`config.mk`:
```
export PLATFORM = sky130hd
export DESIGN_NAME = if_fetch
export DESIGN_NICKNAME = d
export VERILOG_FILES = /design/src/rtl/if_fetch_pkg.sv /design/src/rtl/if_fetch.sv
export SDC_FILE = /design/constraint.sdc
export NUM_CORES = 1
export LEC_CHECK = 0
export ABC_CLOCK_PERIOD_IN_PS = 5300
export BUFFER_PORTS_ARGS = -buffer_cell sky130_fd_sc_hd__buf_2
export CAP_MARGIN = 40
export CORE_MARGIN = 1
export CORE_UTILIZATION = 45
export DETAILED_ROUTE_END_ITERATION = 7
export HOLD_SLACK_MARGIN = 0.06
export PLACE_DENSITY = 0.7
export RECOVER_POWER = 100
export SYNTH_ARGS = -nofsm -noshare
export SYNTH_HDL_FRONTEND = slang
export SYNTH_SLANG_ARGS = --single-unit
```
`constraint.sdc`:
```
create_clock -name clk -period 5.3 [get_ports clk]
set_input_delay 0.265 -clock clk [delete_from_list [all_inputs] [get_ports clk]]
set_output_delay 0.265 -clock clk [all_outputs]
set_load 0.05 [all_outputs]
```
`src/rtl/if_fetch_pkg.sv`:
```
// Shared fetch-stage definitions: bus widths, enable levels and
// the IF state encodings.
package if_fetch_pkg;

    localparam int REG_BUS      = 32;
    localparam int INST_BUS     = 32;
    localparam int MEM_BYTE_BUS = 8;
    localparam int INST_BYTES   = INST_BUS / MEM_BYTE_BUS;

    localparam logic [REG_BUS-1:0] ZERO_WORD = '0;

    localparam logic ENABLED  = 1'b1;
    localparam logic DISABLED = 1'b0;

    localparam logic [1:0] IF_IDLE  = 2'd0;
    localparam logic [1:0] IF_FETCH = 2'd1;
    localparam logic [1:0] IF_DONE  = 2'd2;

    typedef logic [MEM_BYTE_BUS-1:0] mem_byte_t;

    // Little-endian assembly of four bytes, b0 at the lowest address.
    function automatic logic [INST_BUS-1:0] pack_le(
        input mem_byte_t b3,
        input mem_byte_t b2,
        input mem_byte_t b1,
        input mem_byte_t b0
    );
        return {b3, b2, b1, b0};
    endfunction

endpackage

```
`src/rtl/if_fetch.sv`:
```
// Instruction fetch stage: reads one instruction as four bytes over
// the shared byte port and hands {inst, pc, valid} to decode.
module if_fetch
    import if_fetch_pkg::*;
#(
    parameter int ADDR_W = 32,
    parameter int INST_W = 32
) (
    input  logic              clk,
    input  logic              rst,
    input  logic [ADDR_W-1:0] pc_i,
    input  logic              ce_i,
    input  logic              branch_flag_i,
    input  logic              id_stall_i,
    output logic              mem_req_o,
    output logic [ADDR_W-1:0] mem_a_o,
    input  logic              mem_gnt_i,
    input  logic [7:0]        mem_din_i,
    output logic [INST_W-1:0] inst_o,
    output logic [ADDR_W-1:0] inst_pc_o,
    output logic              inst_valid_o,
    output logic              stallreq_o
);

    logic [1:0]        state;
    logic [ADDR_W-1:0] fpc;
    logic [2:0]        issue_cnt;
    logic [1:0]        recv_cnt;
    logic              pending;
    logic [23:0]       byte_q;
    logic              req_fire;

    always_comb begin
        mem_req_o  = DISABLED;
        mem_a_o    = '0;
        stallreq_o = DISABLED;
        if (state == IF_FETCH) begin
            stallreq_o = ENABLED;
            if (issue_cnt < 3'd4) begin
                mem_req_o = ENABLED;
                mem_a_o   = fpc + ADDR_W'(issue_cnt);
            end
        end
    end

    assign req_fire = mem_req_o && mem_gnt_i;

    always_ff @(posedge clk) begin
        if (rst) begin
            state        <= IF_IDLE;
            fpc          <= '0;
            issue_cnt    <= '0;
            recv_cnt     <= '0;
            pending      <= DISABLED;
            byte_q       <= '0;
            inst_o       <= '0;
            inst_pc_o    <= '0;
            inst_valid_o <= DISABLED;
        end else if (branch_flag_i) begin
            // Clearing pending drops the byte still in flight.
            state        <= IF_IDLE;
            issue_cnt    <= '0;
            recv_cnt     <= '0;
            pending      <= DISABLED;
            inst_o       <= '0;
            inst_pc_o    <= '0;
            inst_valid_o <= DISABLED;
        end else begin
            unique case (1'b1)
                (state == IF_IDLE): begin
                    pending <= DISABLED;
                    if (ce_i) begin
                        fpc       <= pc_i;
                        issue_cnt <= '0;
                        recv_cnt  <= '0;
                        state     <= IF_FETCH;
                    end
                end
                (state == IF_FETCH): begin
                    pending <= req_fire;
                    if (req_fire) begin
                        issue_cnt <= issue_cnt + 3'd1;
                    end
                    if (pending) begin
                        recv_cnt <= recv_cnt + 2'd1;
                        // Bytes shift in from the top so b0 ends lowest.
                        byte_q   <= {mem_din_i, byte_q[23:8]};
                        if (recv_cnt == 2'd3) begin
                            inst_o       <= INST_W'(pack_le(mem_din_i,
                                                            byte_q[23:16],
                                                            byte_q[15:8],
                                                            byte_q[7:0]));
                            inst_pc_o    <= fpc;
                            inst_valid_o <= ENABLED;
                            state        <= IF_DONE;
                        end
                    end
                end
                (state == IF_DONE): begin
                    pending <= DISABLED;
                    if (!id_stall_i) begin
                        inst_o       <= '0;
                        inst_pc_o    <= '0;
                        inst_valid_o <= DISABLED;
                        state        <= IF_IDLE;
                    end
                end
                default: begin
                    state        <= IF_IDLE;
                    pending      <= DISABLED;
                    inst_valid_o <= DISABLED;
                end
            endcase
        end
    end

endmodule

```
==> results.json, run 1 <==
{
  "worst_slack_ns": 1.41,
  "hold_path_class": "in -> reg",
  "leakagePower_nw": 2.20,
  "drt-total-wl_mm": 15.1,
  "synth_seq_cells": 129,
  "final_common_cell": "dfxtp_1",
  "setup_violations": 0,
  "vias": 5174,
  "required_ns": 5.04,
  "fin_crit_sh": 0.733,
  "cp_max_fo": 20,
  "synthDistinctLibCells": 48,
  "syn_inst": 663,
  "first_pass_iters": 7,
  "max-clock-path-buffers": 2,
  "met3_length_mm": 1.08,
  "final_layout_size_suffix_gt1_frac": 0.115,
  "drcViolationCount": 11,
  "rsz0062_at_grt": "no",
  "avgSynthCellArea_sq_um": 8.19,
  "num_rows": 39,
  "yosysWarnings": 0,
  "tightest_slew_ns": 1.96,
  "grt_pass1_vias": 4817,
  "status": "finished, violations left",
  "grt_max_degree": 66,
  "ys_top_cells_by_area": "dfxtp_1 48%, a22oi_1 9.1%, nand2_1 8.6%",
  "timing.critical_path.max_delay_family": "compound AO/OA/AOI/OAI gates",
  "wl_met2_mm": 6.86,
  "synth_top_cell_area_share": 0.475,
  "die-area_sq_um": 12500,
  "fmax_ghz": 0.257,
  "numCtsBuffers": 17,
  "hold_viol": 0,
  "htree_levels": 4,
  "clkTransAtPathRegs_ns": 0.06,
  "path_buf_inv": 2,
  "preCtsSetupSlack_ns": 2.11,
  "cts-resized-gates": 0,
  "end_kind": "output pin",
  "path_cells": "ha_1 > inv_1 > fa_1 > nand2b_1 > a2111o_1 > or4_1 > a21oi_1 > clkbuf_1",
  "synth_fp_nets": 715,
  "cp-start-kind": "register",
  "root_buffer": "clkbuf_16",
  "die_w_um": 112,
  "final_cell_mix": "129 x dfxtp_1, 125 x nand2_1, 100 x clkbuf_1, 82 x nor2_1, 79 x a21oi_1",
  "fin_tns_setup_ns": 0,
  "top_layer_used": "met5",
  "nFillCells": 1116,
  "synth_area_sq_um": 5430,
  "cap_violations": 2,
  "die_h_um": 112,
  "path_class": "reg -> out",
  "multi_input_area_sq_um": 2560,
  "port_buffers": 144,
  "synth-edff-count": 0,
  "power_density_nw_per_um2": 352,
  "grt_overflow_total": 0,
  "wirelength_met1_mm": 6.87,
  "synthArstFlopShare": 0,
  "yosysSeqAreaShare": 0.475,
  "ys.flop_type": "dfxtp_1",
  "cts_sinks": 129,
  "via_per_inst": 5.55,
  "ioPinCount": 145,
  "finClkSkew_ns": 0.00759,
  "layout-area-overhead-vs-synth_pct": 22.7,
  "hpwl_mm": 9.98,
  "vdd_drop_max_v": 0.000229,
  "hold_slack_ns": 0.0904,
  "slew-limit-headroom": -0.308,
  "ant_nets": 0,
  "cp_slowest_stage_delay_ns": 0.68,
  "holdBufCountCts": 0,
  "synth_top_area_cell": "dfxtp_1",
  "start_util": 0.468,
  "cpMaxStageDelayCell": "a2111o_1",
  "place_congestion": 0.832,
  "cp.arrival_ns": 3.62,
  "clk_latency_ns": 0.42,
  "final-max-slew-violation-count": 64,
  "gr-usage-all-layers": 0.244,
  "post_cts_buffers": 0,
  "drt_iter0_markers": 500,
  "wl_per_cell_um": 16.2,
  "grt_pass1_wl_mm": 24.2,
  "min_period_ns": 3.89,
  "antenna_cells": 0,
  "final_nets": 829,
  "coreArea_sq_um": 11600,
  "violations": "DRC, capacitance limit, slew limit",
  "seqCellArea_sq_um": 2580,
  "total_power_mw": 2.35,
  "antenna_found_initial": 2,
  "cts_tree": "done"
}
==> report_power, final <==
part	switching (mW)	internal [mW]
clock	0.434	0.813
combinational	0.0652	0.0314
sequential	0.0203	0.982
total	0.520	1.83
==> synthesized netlist by cell type (2+ instances only) <==
master	instances
or2_2	2
inv_1	10
nand3_1	6
a2111o_1	2
nor2b_1	4
buf_6	5
o21a_1	3
nor2_1	83
xnor2_1	4
a22oi_1	66
or3_1	8
nand4_1	6
nand4_2	2
or4_1	14
nand2b_1	3
o31ai_1	12
nand2_1	125
nor3_1	4
and2_1	3
a31oi_1	2
clkbuf_1	48
o21ai_0	8
xor2_1	5
and4_1	2
nor4_1	2
ha_1	5
a21oi_1	80
dfxtp_1	129
==> cells by family after synthesis <==
| family | synth area share |
|---|---|
| simple gates | 0.224 |
| flops | 0.475 |
| xor+xnor | 0.0145 |
| compound gates | 0.214 |
| mux | 0.00184 |
| buf+inv | 0.0553 |
| fa+ha+maj | 0.0152 |
==> state kept, by name, summed over array words and instances, names as in the netlist <==
name / flops
recv_cnt: 2
inst_valid_o: 1
fpc: 32
inst_pc_o: 32
byte_q: 24
inst_o: 32
issue_cnt: 3
state: 2
pending: 1
==> metrics by stage <==
stage               utilization  area [sq um]  instances
floorplan                     -          5430        663
global route              0.574          6660        933
CTS                       0.584          6790        933
finish                    0.574          6660        933
global placement          0.526          6110        899
detailed placement        0.529          6150        901
==> routing by layer <==
layer | GRT usage | up-vias
li1 | - | 2549
met5 | 0 | -
met2 | 0.389 | 194
met3 | 0.0626 | 29
met4 | 0.0991 | 4
met1 | 0.316 | 2398
==> tightest hold or removal path, cell delays in order <==
cell	delay, ns
buf_2	0.09
nand2_1	0.05
a21oi_1	0.05
==> cell type report <==
class | instances | area share
inverters | 10 | 0.00563
multi-input cells | 469 | 0.385
repair buffers | 150 | 0.0993
clock inverters | 12 | 0.0274
flip-flops and latches | 129 | 0.388
well taps | 143 | 0.0269
clock buffers | 20 | 0.0685
==> path summary, 6_finish.rpt <==
| path | endpoint | from | slack (ns) | cells after the start |
|---|---|---|---|---|
| min | fpc[0] | pc_i[0] | 0.09 | 3 |
| max reg2reg | fpc[1] | state[1] | 2.69 | 4 |
| max | mem_a_o[28] | issue_cnt[0] | 1.41 | 8 |
| min reg2reg | byte_q[2] | byte_q[2] | 0.46 | 2 |
(Power assumes the default switching activity.)
==> inputs of run 2 (changes only) <==
--- a/config.mk
+++ b/config.mk
@@ -5,14 +5,14 @@
 export SDC_FILE = /design/constraint.sdc
 export NUM_CORES = 1
 export LEC_CHECK = 0
-export ABC_CLOCK_PERIOD_IN_PS = 5300
+export ABC_CLOCK_PERIOD_IN_PS = 3400
 export BUFFER_PORTS_ARGS = -buffer_cell sky130_fd_sc_hd__buf_2
 export CAP_MARGIN = 40
 export CORE_MARGIN = 1
 export CORE_UTILIZATION = 45
 export DETAILED_ROUTE_END_ITERATION = 7
 export HOLD_SLACK_MARGIN = 0.06
-export PLACE_DENSITY = 0.7
+export PLACE_DENSITY = 0.73
 export RECOVER_POWER = 100
 export SYNTH_ARGS = -nofsm -noshare
 export SYNTH_HDL_FRONTEND = slang
==> constraint.sdc (replaced) <==
create_clock -name clk -period 3.4 [get_ports clk]
set_input_delay 0.17 -clock clk [delete_from_list [all_inputs] [get_ports clk]]
set_output_delay 0.17 -clock clk [all_outputs]
set_load 0.05 [all_outputs]
==> run 2 against run 1 <==
Effect of this change: the run still ends with DRC, capacitance limit, slew limit left; global-route usage rose by 1.6 points; clock power rose by 42%; worst setup slack lost 1.3 ns; final area up 6.2%; cell count increased by 4.6%; via count grew 7.3%; power increased by 50%; critical path depth unchanged; sequential power up 56%; highest routed layer is now met4.
==> results.json, run 2 (synthesis results as in run 1) <==
{
  "status": "finished, violations left",
  "violations": "DRC, capacitance limit, slew limit",
  "htree_levels": 4,
  "fin_tns_setup_ns": 0,
  "numCtsBuffers": 17,
  "antenna_found_initial": 0,
  "final_area_sq_um": 7070,
  "coreArea_sq_um": 11600,
  "clk_latency_ns": 0.42,
  "ioPinCount": 145,
  "cts_tree": "done",
  "cap_violations": 1,
  "min_path_cells": 3,
  "final-max-slew-violation-count": 45,
  "cts_sinks": 129,
  "slew-limit-headroom": -0.773,
  "antenna_cells": 0,
  "place_congestion": 0.820,
  "dpl-instance-area_sq_um": 6130,
  "leakagePower_nw": 2.41,
  "die_w_um": 112,
  "hpwl_mm": 10.0,
  "cp-start-kind": "register",
  "required_ns": 3.23,
  "hold_viol": 0,
  "fmax_ghz": 0.303,
  "clkTransAtPathRegs_ns": 0.05,
  "nFillCells": 1046,
  "final_layout_size_suffix_gt1_frac": 0.137,
  "min_period_ns": 3.30,
  "hold_path_end": "state[0]",
  "power_density_nw_per_um2": 498,
  "port_buffers": 144,
  "regToRegSetupSlack_ns": 0.52,
  "grt_max_degree": 66,
  "final_nets": 873,
  "tightest_slew_ns": 2.66,
  "drcViolationCount": 13,
  "end_kind": "output pin",
  "root_buffer": "clkbuf_16",
  "hp-start": "ce_i",
  "pwr-share-seq": 0.444,
  "reg2reg_from": "state[1]",
  "max-clock-path-buffers": 2,
  "grt_pass1_vias": 5218,
  "dp.cells": 901,
  "clock_power_share": 0.503,
  "die-area_sq_um": 12500,
  "final_common_cell": "dfxtp_1",
  "setup_violations": 0,
  "gr-usage-all-layers": 0.260,
  "vdd_drop_max_v": 0.000339,
  "fin_cells": 976,
  "p_int_mw": 2.70,
  "cp.arrival_ns": 3.13,
  "r2r_cells": 5,
  "ant_nets": 0,
  "start_util": 0.468,
  "finClkSkew_ns": 0.00413,
  "grt_pass1_wl_mm": 25.8,
  "reg_top3": "fpc (32), inst_o (32), inst_pc_o (32)",
  "num_rows": 39,
  "drt-total-wl_mm": 16.0,
  "via_per_inst": 5.69,
  "layout-area-overhead-vs-synth_pct": 30.2,
  "final_cell_mix": "127 x dfxtp_1, 125 x nand2_1, 83 x nor2_1, 83 x clkbuf_1, 78 x a21oi_1",
  "die_h_um": 112,
  "hold_path_class": "in -> reg",
  "first_pass_iters": 8,
  "r2r-end": "fpc[1]",
  "p_sw_mw": 0.816,
  "p_sw_frac": 0.232,
  "comb_power_share": 0.053,
  "total_power_mw": 3.52,
  "path_class": "reg -> out",
  "cp_max_fo": 5,
  "vias": 5550,
  "wl_per_cell_um": 16.4,
  "drt_iter0_markers": 469,
  "grt_overflow_total": 0,
  "fin_crit_sh": 0.971,
  "hold_slack_ns": 0.174
}
==> run 2: changes by cell type in the layout (fill, tap and decap cells not counted), moves of 2 or more <==
cell | before | now
dfxtp_2 | 0 | 2
buf_6 | 0 | 2
dlygate4sd3_1 | 0 | 41
clkbuf_1 | 100 | 83
clkbuf_2 | 0 | 13
buf_4 | 4 | 8
clkinv_4 | 4 | 2
inv_6 | 0 | 2
dfxtp_1 | 129 | 127
bufinv_16 | 4 | 2
==> run 2: worst max path at each step <==
stage | start | end | slack [ns] | cells after the start
after floorplan | issue_cnt[0] | mem_a_o[24] | 0.20 | 8
after global placement | issue_cnt[0] | mem_a_o[26] | 0.39 | 8
after detailed placement | issue_cnt[0] | mem_a_o[22] | 0.28 | 8
after CTS | issue_cnt[0] | mem_a_o[24] | 0.03 | 8
after global routing | issue_cnt[0] | mem_a_o[28] | -0.02 | 8
final | issue_cnt[0] | mem_a_o[28] | 0.1 | 8
==> run 2: layout make-up <==
cell class,count,area [sq um],share of cell area
multi-input combinational,471,2600,0.367
sequential,129,2580,0.365
timing repair buffer,192,1090,0.155
clock buffer,19,443,0.0626
tap,143,179,0.0253
clock inverter,12,135,0.0191
inverter,10,37.5,0.00531
==> run 2: metrics by stage <==
stage | worst slack (ns) | utilization
2_1_floorplan | 0.200 | -
3_3_place_gp | 0.387 | 0.527
3_5_place_dp | 0.281 | 0.528
4_1_cts | 0.0299 | 0.617
5_1_grt | -0.0223 | 0.609
6_report | 0.0999 | 0.609
==> run 2: routing by layer <==
metal  track usage  part of all wire  vias to the layer above
met4        0.0919             0.021                        0
met2         0.433              0.48                      265
met1         0.315              0.42                     2605
met5             0                 0                        -
met3        0.0844             0.083                       34
li1              -                 -                     2646
==> run 2: worst max-delay path, stage by stage, from the launching register on <==
cell and delay [ns]:
dfxtp_2 0.36, ha_2 0.21, inv_1 0.06, fa_1 0.40, nand2b_4 0.20, a2111o_2 0.56
or4_1 0.55, a21oi_2 0.19, buf_6 0.18
==> run 2: repair_timing <==
| action | CTS | global route |
|---|---|---|
| gates cloned | 2 | 0 |
| buffers inserted | 1 | 0 |
| resized for setup | 7 | 6 |
| setup endpoints to repair | 7 | 6 |
| hold buffers | 41 | 0 |
| pin swaps | 1 | 1 |
| hold endpoints to repair | 50 | 0 |
==> run 2: power by group through the flow <==
| stage | clock (mW) | combinational (mW) | sequential, mW |
|---|---|---|---|
| 2_1_floorplan | 0 | 0.104 | 1.58 |
| 3_3_place_gp | 0 | 0.148 | 1.59 |
| 3_5_place_dp | 0 | 0.150 | 1.59 |
| 4_1_cts | 1.80 | 0.188 | 1.56 |
| 5_1_grt | 1.87 | 0.203 | 1.57 |
| 6_report | 1.77 | 0.187 | 1.56 |
